<file path="src/rtl/fft8_stage_controller_if.sv">
// ---------------------------------------------------------------------------
// fft8_stage_controller_if
// Request and writeback bundle between the FFT stage controller and the
// fixed-latency fp16 butterfly unit / working memory.
//
// Handshake: a request (addr_a, addr_b, tw_sel) transfers on a rising clk
// edge where bf_valid and bf_ready are both high. Once bf_valid is raised,
// the request fields hold steady until that transfer. wb_valid carries no
// ready: it is a one-cycle strobe and the memory must take wb_addr_a/b then.
//
// Signals:
//   bf_valid  - request valid (controller -> unit)
//   bf_ready  - unit accepts the request (unit -> controller)
//   addr_a/b  - top/bottom operand addresses
//   tw_sel    - twiddle index W8^tw_sel
//   wb_valid  - writeback strobe for one butterfly result pair
//   wb_addr_a/b - writeback addresses for top/bottom results
// ---------------------------------------------------------------------------
interface fft8_stage_controller_if;
   logic       bf_valid;
   logic       bf_ready;
   logic [2:0] addr_a;
   logic [2:0] addr_b;
   logic [1:0] tw_sel;
   logic       wb_valid;
   logic [2:0] wb_addr_a;
   logic [2:0] wb_addr_b;

   modport master (
      output bf_valid, addr_a, addr_b, tw_sel, wb_valid, wb_addr_a, wb_addr_b,
      input  bf_ready
   );

   modport slave (
      input  bf_valid, addr_a, addr_b, tw_sel, wb_valid, wb_addr_a, wb_addr_b,
      output bf_ready
   );
endinterface

</file>
<file path="src/rtl/fft8_stage_controller.sv">
// ---------------------------------------------------------------------------
// fft8_stage_controller
// Sequences one 8-point radix-2 DIT FFT/IFFT over an in-place memory holding
// bit-reversed input: 3 stages x 4 butterflies, issued to a butterfly unit of
// fixed latency BFLY_LATENCY. A stage begins only after every butterfly of
// the previous stage has been written back.
//
// Ports:
//   clk, rst_n  - clock, asynchronous active-low reset
//   start       - begin a transform (honoured only in IDLE)
//   mode_in     - 0 = FFT, 1 = IFFT, captured with start
//   abort       - synchronous cancel back to IDLE, no done pulse
//   busy        - high in every state except IDLE
//   done        - one-cycle completion pulse
//   fftorifft   - latched mode for the twiddle ROM
//   stage       - current stage 0..2
//   bf          - butterfly request / writeback bundle (master side)
// ---------------------------------------------------------------------------
module fft8_stage_controller #(
   parameter int BFLY_LATENCY = 4
) (
   input  logic                           clk,
   input  logic                           rst_n,
   input  logic                           start,
   input  logic                           mode_in,
   input  logic                           abort,
   output logic                           busy,
   output logic                           done,
   output logic                           fftorifft,
   output logic [1:0]                     stage,
   fft8_stage_controller_if.master        bf
);

   typedef enum logic [1:0] {
      IDLE  = 2'd0,
      ISSUE = 2'd1,
      DRAIN = 2'd2,
      DONE  = 2'd3
   } state_t;

   state_t     state_q, state_d;
   logic [1:0] k_q, k_d;
   logic [1:0] stage_q, stage_d;
   logic       mode_q, mode_d;
   logic [2:0] cnt_q, cnt_d;

   // Shadow of the butterfly pipeline: which slots hold a live butterfly
   // and where its results go.
   logic       vld_q [BFLY_LATENCY];
   logic       vld_d [BFLY_LATENCY];
   logic [2:0] pa_q  [BFLY_LATENCY];
   logic [2:0] pa_d  [BFLY_LATENCY];
   logic [2:0] pb_q  [BFLY_LATENCY];
   logic [2:0] pb_d  [BFLY_LATENCY];

   logic       accept;
   logic       wb_fire;
   logic [2:0] a_raw, b_raw;
   logic [1:0] tw_raw;

   // Operand addressing from (stage, k): span = 1<<stage.
   always_comb begin
      a_raw  = 3'd0;
      b_raw  = 3'd0;
      tw_raw = 2'd0;
      unique case (stage_q)
         2'd0: begin
            a_raw = {k_q, 1'b0};
            b_raw = {k_q, 1'b1};
         end
         2'd1: begin
            a_raw  = {k_q[1], 1'b0, k_q[0]};
            b_raw  = {k_q[1], 1'b1, k_q[0]};
            tw_raw = {k_q[0], 1'b0};
         end
         2'd2: begin
            a_raw  = {1'b0, k_q};
            b_raw  = {1'b1, k_q};
            tw_raw = k_q;
         end
         default: begin
            a_raw  = 3'd0;
            b_raw  = 3'd0;
            tw_raw = 2'd0;
         end
      endcase
   end

   assign bf.bf_valid  = (state_q == ISSUE);
   // Addresses are forced to zero outside ISSUE so idle outputs read as 0.
   assign bf.addr_a    = bf.bf_valid ? a_raw  : 3'd0;
   assign bf.addr_b    = bf.bf_valid ? b_raw  : 3'd0;
   assign bf.tw_sel    = bf.bf_valid ? tw_raw : 2'd0;
   assign bf.wb_valid  = vld_q[BFLY_LATENCY-1];
   assign bf.wb_addr_a = pa_q[BFLY_LATENCY-1];
   assign bf.wb_addr_b = pb_q[BFLY_LATENCY-1];

   assign accept  = bf.bf_valid & bf.bf_ready;
   assign wb_fire = vld_q[BFLY_LATENCY-1];

   assign busy      = (state_q != IDLE);
   assign done      = (state_q == DONE);
   assign fftorifft = mode_q;
   assign stage     = stage_q;

   always_comb begin
      state_d = state_q;
      k_d     = k_q;
      stage_d = stage_q;
      mode_d  = mode_q;

      unique case ({accept, wb_fire})
         2'b10:   cnt_d = cnt_q + 3'd1;
         2'b01:   cnt_d = cnt_q - 3'd1;
         default: cnt_d = cnt_q;
      endcase

      vld_d[0] = accept;
      pa_d[0]  = a_raw;
      pb_d[0]  = b_raw;
      for (int i = 1; i < BFLY_LATENCY; i++) begin
         vld_d[i] = vld_q[i-1];
         pa_d[i]  = pa_q[i-1];
         pb_d[i]  = pb_q[i-1];
      end

      unique case (state_q)
         IDLE: begin
            if (start) begin
               mode_d  = mode_in;
               stage_d = 2'd0;
               k_d     = 2'd0;
               state_d = ISSUE;
            end
         end
         ISSUE: begin
            if (accept) begin
               k_d = k_q + 2'd1;
               if (k_q == 2'd3) state_d = DRAIN;
            end
         end
         DRAIN: begin
            // Registered count, so the last writeback must have retired.
            if (cnt_q == 3'd0) begin
               if (stage_q == 2'd2) begin
                  state_d = DONE;
               end else begin
                  stage_d = stage_q + 2'd1;
                  k_d     = 2'd0;
                  state_d = ISSUE;
               end
            end
         end
         DONE:    state_d = IDLE;
         default: state_d = IDLE;
      endcase

      // Abort overrides start, accept and pending writebacks; the latched
      // mode is left untouched.
      if (abort) begin
         state_d = IDLE;
         k_d     = 2'd0;
         stage_d = 2'd0;
         mode_d  = mode_q;
         cnt_d   = 3'd0;
         for (int i = 0; i < BFLY_LATENCY; i++) begin
            vld_d[i] = 1'b0;
            pa_d[i]  = 3'd0;
            pb_d[i]  = 3'd0;
         end
      end
   end

   always_ff @(posedge clk or negedge rst_n) begin
      if (!rst_n) begin
         state_q <= IDLE;
         k_q     <= 2'd0;
         stage_q <= 2'd0;
         mode_q  <= 1'b0;
         cnt_q   <= 3'd0;
         for (int i = 0; i < BFLY_LATENCY; i++) begin
            vld_q[i] <= 1'b0;
            pa_q[i]  <= 3'd0;
            pb_q[i]  <= 3'd0;
         end
      end else begin
         state_q <= state_d;
         k_q     <= k_d;
         stage_q <= stage_d;
         mode_q  <= mode_d;
         cnt_q   <= cnt_d;
         for (int i = 0; i < BFLY_LATENCY; i++) begin
            vld_q[i] <= vld_d[i];
            pa_q[i]  <= pa_d[i];
            pb_q[i]  <= pb_d[i];
         end
      end
   end

endmodule

</file>
<file path="src/flat_wrapper.sv">
// flat-port wrapper written by rule: the top's interface ports become plain ports
module fft8_stage_controller_flat 
#(
   parameter int BFLY_LATENCY = 4
)
  (clk, rst_n, start, mode_in, abort, busy, done, fftorifft, stage, bf_bf_valid, bf_addr_a, bf_addr_b, bf_tw_sel, bf_wb_valid, bf_wb_addr_a, bf_wb_addr_b, bf_bf_ready);
  fft8_stage_controller_if bf_i ();
  input  logic clk;
  input  logic rst_n;
  input  logic start;
  input  logic mode_in;
  input  logic abort;
  output logic busy;
  output logic done;
  output logic fftorifft;
  output logic [1:0] stage;
  output wire logic [$bits(bf_i.bf_valid)-1:0] bf_bf_valid;
  output wire logic [$bits(bf_i.addr_a)-1:0] bf_addr_a;
  output wire logic [$bits(bf_i.addr_b)-1:0] bf_addr_b;
  output wire logic [$bits(bf_i.tw_sel)-1:0] bf_tw_sel;
  output wire logic [$bits(bf_i.wb_valid)-1:0] bf_wb_valid;
  output wire logic [$bits(bf_i.wb_addr_a)-1:0] bf_wb_addr_a;
  output wire logic [$bits(bf_i.wb_addr_b)-1:0] bf_wb_addr_b;
  input wire logic [$bits(bf_i.bf_ready)-1:0] bf_bf_ready;
  assign bf_bf_valid = bf_i.bf_valid;
  assign bf_addr_a = bf_i.addr_a;
  assign bf_addr_b = bf_i.addr_b;
  assign bf_tw_sel = bf_i.tw_sel;
  assign bf_wb_valid = bf_i.wb_valid;
  assign bf_wb_addr_a = bf_i.wb_addr_a;
  assign bf_wb_addr_b = bf_i.wb_addr_b;
  assign bf_i.bf_ready = bf_bf_ready;
  fft8_stage_controller #(.BFLY_LATENCY(BFLY_LATENCY)) u_core (.clk(clk), .rst_n(rst_n), .start(start), .mode_in(mode_in), .abort(abort), .busy(busy), .done(done), .fftorifft(fftorifft), .stage(stage), .bf(bf_i));
endmodule
</file>
<file path="config.mk">
export PLATFORM = sky130hd
export DESIGN_NAME = fft8_stage_controller_flat
export DESIGN_NICKNAME = d
export VERILOG_FILES = /design/src/rtl/fft8_stage_controller_if.sv /design/src/rtl/fft8_stage_controller.sv /design/src/flat_wrapper.sv
export SDC_FILE = /design/constraint.sdc
export NUM_CORES = 1
export LEC_CHECK = 0
export CORE_MARGIN = 2
export CORE_UTILIZATION = 35
export CTS_CLUSTER_SIZE = 30
export DETAILED_ROUTE_END_ITERATION = 16
export GPL_ROUTABILITY_DRIVEN = 0
export GPL_TIMING_DRIVEN = 0
export REMOVE_ABC_BUFFERS = 1
export SLEW_MARGIN = 30
export SYNTH_ARGS = -nofsm -noshare
export SYNTH_HDL_FRONTEND = slang
export SYNTH_SLANG_ARGS = --single-unit
</file>
<file path="constraint.sdc">
create_clock -name clk -period 3.9 [get_ports clk]
set_input_delay 0.39 -clock clk [delete_from_list [all_inputs] [get_ports clk]]
set_output_delay 0.39 -clock clk [all_outputs]
set_load 0.01 [all_outputs]
</file>
==> Word-level counts from Yosys, hierarchy flattened <==
Cells that the tools add are included.
{ "word_totals": {"ff_bits": 38, "in_bits": 6, "out_inout_bits": 21} }
{ "op_classes": {"add_sub_neg": 4, "eq_ne": 13, "mux": 28, "bitwise": 2, "n_reduce_logical": 11} }
{ "op_table": {"columns": ["op", "count"], "rows": [
  ["2-to-1 mux 2 bit", 15],
  ["2-to-1 mux 12 bit", 2],
  ["case mux 3 bit (3 select lines)", 2],
  ["inequality test 3 bit, second input constant", 4],
  ["== test 2 bit, second input constant", 5],
  ["2-to-1 mux 3 bit", 3],
  ["case mux 2 bit (2 select lines)", 2],
  ["case mux 2 bit (4 select lines)", 1],
  ["AND reduction 4 bit", 2],
  ["== test 2 x 1 -> 1 bit, second input constant", 3],
  ["case mux 2 bit (3 select lines)", 1],
  ["case mux 3 bit (2 select lines)", 1],
  ["nonzero test 3 bit", 2],
  ["AND reduction 5 bit", 1],
  ["adder 2 x 1 -> 2 bit, second input constant", 2],
  ["zero test 2 bit", 2],
  ["2-to-1 mux 4 bit", 1],
  ["nonzero test 4 bit", 1],
  ["adder 3 x 1 -> 3 bit, second input constant", 1],
  ["zero test 3 bit", 1],
  ["inequality test 3 x 2 -> 1 bit, second input constant", 1],
  ["AND reduction 3 bit", 1],
  ["subtractor 3 x 1 -> 3 bit, second input constant", 1],
  ["nonzero test 2 bit", 1],
  ["2 further kinds", 2]
]} }

==> Longest topological paths before layout <==
{ "logic_depth": {"depth_word": 5, "depth_mapped": 6, "depth_no_buf": 6} }

==> Worst setup path after synthesis <==
OpenSTA, ideal clock, no wires.
{ "synth_path": {"path_kind": "reg-to-reg", "from": "reg u_core.state_q[1]", "to": "reg u_core.cnt_q[2]", "setup_time_ns": 0.125, "arrival_time_ns": 1.744, "required_ns": 3.775, "slack_ns": 2.031, "stages_incl_launch_ff": 7, "path_buffers": 0, "path_cell_list": "dfrtp_1 nand3b_1 and2_1 fa_1 nor2b_1 mux2i_1 mux2_2"} }
{ "synth_via": {"elab_chain_len": 5} }
{ "synth_rtl": {"columns": ["item", "line_no", "rtl"], "rows": [
  ["start, declared", "fft8_stage_controller.sv:41", "state_t state_q, state_d;"],
  ["start signal, assigned", "fft8_stage_controller.sv:187", "state_q <= state_d;"],
  ["== test 2 x 1 -> 1 bit *", "fft8_stage_controller.sv:89", "assign bf.bf_valid = (state_q == ISSUE);"],
  ["AND 1 bit *", "fft8_stage_controller.sv:98", "assign accept = bf.bf_valid & bf.bf_ready;"],
  ["== test 2 x 1 -> 1 bit / == test 2 bit (equally long branches)", "fft8_stage_controller.sv:112", "unique case ({accept, wb_fire})"],
  ["case mux 3 bit (2 select lines)", "fft8_stage_controller.sv:112", null],
  ["2-to-1 mux 3 bit", "fft8_stage_controller.sv:160", "if (abort) begin"],
  ["end signal, assigned", "fft8_stage_controller.sv:191", "cnt_q <= cnt_d;"],
  ["end, declared", "fft8_stage_controller.sv:45", "logic [2:0] cnt_q, cnt_d;"]
]} }
Mark *: on every way between the ends. The rest lies on a longest branch, timed or not.
A chain may end at the register's enable or synchronous reset.

==> Worst setup path after layout <==
{ "layout_path": {"from": "reg u_core.stage_q[0], in the netlist u_core.stage[0]", "to": "out bf_addr_b[0]"} }
{ "layout_via": {"elab_chain_len": 3} }
{ "layout_rtl": {"columns": ["item", "line_no", "rtl"], "rows": [
  ["start, declared", "fft8_stage_controller.sv:43", "logic [1:0] stage_q, stage_d;"],
  ["start signal, assigned", "fft8_stage_controller.sv:189", "stage_q <= stage_d;"],
  ["== test 2 bit, or another cell as far along", "fft8_stage_controller.sv:66", "unique case (stage_q)"],
  ["case mux 3 bit (3 select lines) *", "fft8_stage_controller.sv:66", null],
  ["2-to-1 mux 3 bit *", "fft8_stage_controller.sv:92", "assign bf.addr_b = bf.bf_valid ? b_raw : 3'd0;"],
  ["end, declared", "flat_wrapper.sv:19", "output wire logic [$bits(bf_i.addr_b)-1:0] bf_addr_b;"]
]} }
Marked as above.

==> flow_metrics.py <==
metrics = {
    "grt": {
        "grt_max_degree": 42,
        "grtUsageTotal_pct": 11.8,
        "antenna_found_initial": 0,
        "grt_first_pass_wirelength_um": 4890,
        "overflow": 0,
        "grt_pass1_vias": 1076,
    },
    "sta": {
        "setup_tns_ns": 0,
        "worst_pin_slew_ns": 0.693,
        "post-route-min-period_ns": 2.73,
        "hold_ws_ns": 0.458,
        "slew_headroom_pct": 53.8,
        "finalSetupViolCount": 0,
        "slew_viol_final": 0,
        "fin_worst_skew_ns": 0.00492,
        "timing.fmax_mhz": 367,
        "hold_viol": 0,
        "rsz0062_at_grt": "false",
        "layout_worst_path_cycle_share_pct": 70.0,
    },
    "clocking": {
        "clk_pin_slew_ns": 0.08,
        "cts_tree": "yes",
        "clk_latency_ns": 0.29,
        "htree_levels": 2,
        "cts_root_buffer": "clkbuf_8",
        "clock-sinks": 38,
        "cts_resized": 0,
        "clockBufferDepth": 2,
        "cts_buffers": 5,
    },
    "floorplan": {
        "die-area_mm2": 0.00556,
        "ioPinCount": 27,
        "die_h_um": 74.5,
        "initial_utilization_pct": 36.6,
        "die_w_um": 74.5,
        "rows": 25,
        "core_mm2": 0.00475,
    },
    "route": {
        "drc": 0,
        "drt-met1-wl_um": 1430,
        "ant_nets": 0,
        "drtIter0Drc": 67,
        "via_per_inst": 4.72,
        "wl_um": 2970,
        "wl_met3_um": 199,
        "wl_per_cell_um": 12.1,
        "top_layer": "met4",
        "firstDrtPassIters": 4,
        "dr_total_vias": 1156,
        "dr_wl_met2_um": 1290,
    },
    "logic_synthesis": {
        "ys_async_sr_fraction_pct": 100,
        "syn-mean-instance-area_um2": 11.3,
        "synth_seq_cells": 38,
        "synthCells": 154,
        "yosysUniqueCellTypes": 36,
        "ys_warn_count": 0,
        "synth_edf_count": 0,
        "ys.flop_type": "dfrtp_1",
        "ys_seq_area_share_pct": 54.6,
        "syn_area_mm2": 0.00174,
    },
    "layout": {
        "layout_common_cells": "dfrtp_1, nor2b_1, clkdlybuf4s50_1",
        "n_antenna_cell": 0,
        "syn_to_final_growth_pct": 20.7,
        "final_common_cell": "dfrtp_1",
        "multiInputGateArea_um2": 681,
        "nets": 189,
        "drive_above_1_share_pct": 9.55,
        "ff_latch_area_um2": 951,
        "nFillCells": 481,
    },
    "critical_path": {
        "cp_data_required_time_ns": 3.51,
        "cp_max_fo": 8,
        "cp_data_arrival_time_ns": 2.34,
        "critPathKind": "register to output port",
        "start_kind": "register",
        "endpoint_kind": "output port",
    },
    "placed_design": {
        "dpl.hpwl_um": 1910,
        "io_buffers": 26,
    },
    "power": {
        "power_density_mw_per_mm2": 360,
        "power_leakage_uw": 0.000947,
        "peakVddDrop_mv": 0.154,
    },
    "worst_hold_path": {
        "worstHoldPathType": "register to register",
    },
    "outcome": {
        "outcome": "completed",
    },
    "job": {
        "maxCapViolations": 0,
    },
}
[kinds of logic (layout without fill, tap and decap cells)]
family / count (synthesis) / after routing / share of synthesized area [%]
compound gates: 17 / 17 / 6.54
simple gates: 69 / 69 / 22.3
flops: 38 / 38 / 54.6
buf+inv: 15 / 39 / 6.32
xor+xnor: 1 / 1 / 0.503
mux: 8 / 8 / 4.96
fa+ha+maj: 6 / 6 / 4.74
[metal layers]
metal  vias up  GRT usage [%]
li1        556              -
met1       562           15.7
met2        33           16.8
met3         5           4.88
met4         0           5.36
met5         -              0
[repair_timing]
item                      4_1_cts  5_1_grt
setup buffers                   0        0
hold buffers                    1        0
hold endpoints to repair       12        0
[registers in the layout (all words and copies together) (netlist names)]
name                 cells
u_core.stage             2
u_core.k_q               2
u_core.pb_q              9
u_core.fftorifft         1
u_core.bf.wb_valid       1
u_core.bf.wb_addr_a      3
u_core.pa_q              9
u_core.state_q           2
u_core.vld_q             3
u_core.bf.wb_addr_b      3
u_core.cnt_q             3
[critical path, stage by stage (launching register included)]
cell             delay, ns
dfrtp_1               0.48
inv_1                 0.14
ha_1                  0.32
o21ai_0               0.34
nor2b_1               0.23
nor2_1                0.07
clkdlybuf4s50_1       0.47
[metrics by stage]
stage / util, % / cell area [um2] / setup slack (ns) / total power, uW / instances
finish: 44.2 / 2100 / 1.17 / 757 / 245
global route: 44.2 / 2100 / 1.05 / 790 / 245
CTS: 44.2 / 2100 / 1.22 / 766 / 245
detailed placement: 42.0 / 2000 / 1.38 / 485 / 236
global placement: 41.8 / 1990 / 1.41 / 481 / 235
floorplan: - / 1640 / 1.92 / 447 / 142
[power breakdown]
group	internal [uW]	switching (uW)	leakage (uW)	total [uW]
Clock	142	138	0.0000472	281
Combinational	32.0	33.8	0.000379	65.8
Sequential	403	7.92	0.000520	411
Total	577	180	0.000947	757
[cells in the mapped netlist, types with 3 or more instances]
master / n / area [um2]
dfrtp_1: 38 / 951
nor2b_1: 30 / 188
nor2_1: 11 / 41.3
buf_4: 7 / 52.6
nor3_1: 6 / 30.0
ha_1: 5 / 62.6
nand3_1: 5 / 25.0
a21oi_1: 4 / 20.0
mux2_2: 4 / 45.0
nand2_1: 4 / 15.0
inv_1: 3 / 11.3
mux2i_1: 3 / 30.0
nand2b_1: 3 / 18.8
o211ai_1: 3 / 22.5
[final timing paths]
path / startpoint / end / slack (ns) / cells past startpoint
setup / recovery: u_core.stage[0] / bf_addr_b[0] / 1.17 / 6
hold / removal: u_core.pa_q[10] / u_core.pa_q[7] / 0.46 / 1
setup reg to reg: u_core.state_q[1] / u_core.cnt_q[2] / 1.75 / 6
hold reg to reg: u_core.pa_q[10] / u_core.pa_q[7] / 0.46 / 1
max in group asynchronous: rst_n / u_core.state_q[1] / 2.95 / 3
min in group asynchronous: rst_n / u_core.bf.wb_addr_b[1] / 0.52 / 2
[cell type report]
| cell class | instances | share of cell area [%] |
|---|---|---|
| sequential | 38 | 45.2 |
| multi-input combinational | 101 | 32.4 |
| timing repair buffer | 28 | 13.3 |
| tap | 67 | 3.99 |
| clock buffer | 6 | 3.93 |
| clock inverter | 2 | 0.595 |
| inverter | 3 | 0.536 |
Power figures use the tool's default switching activity.
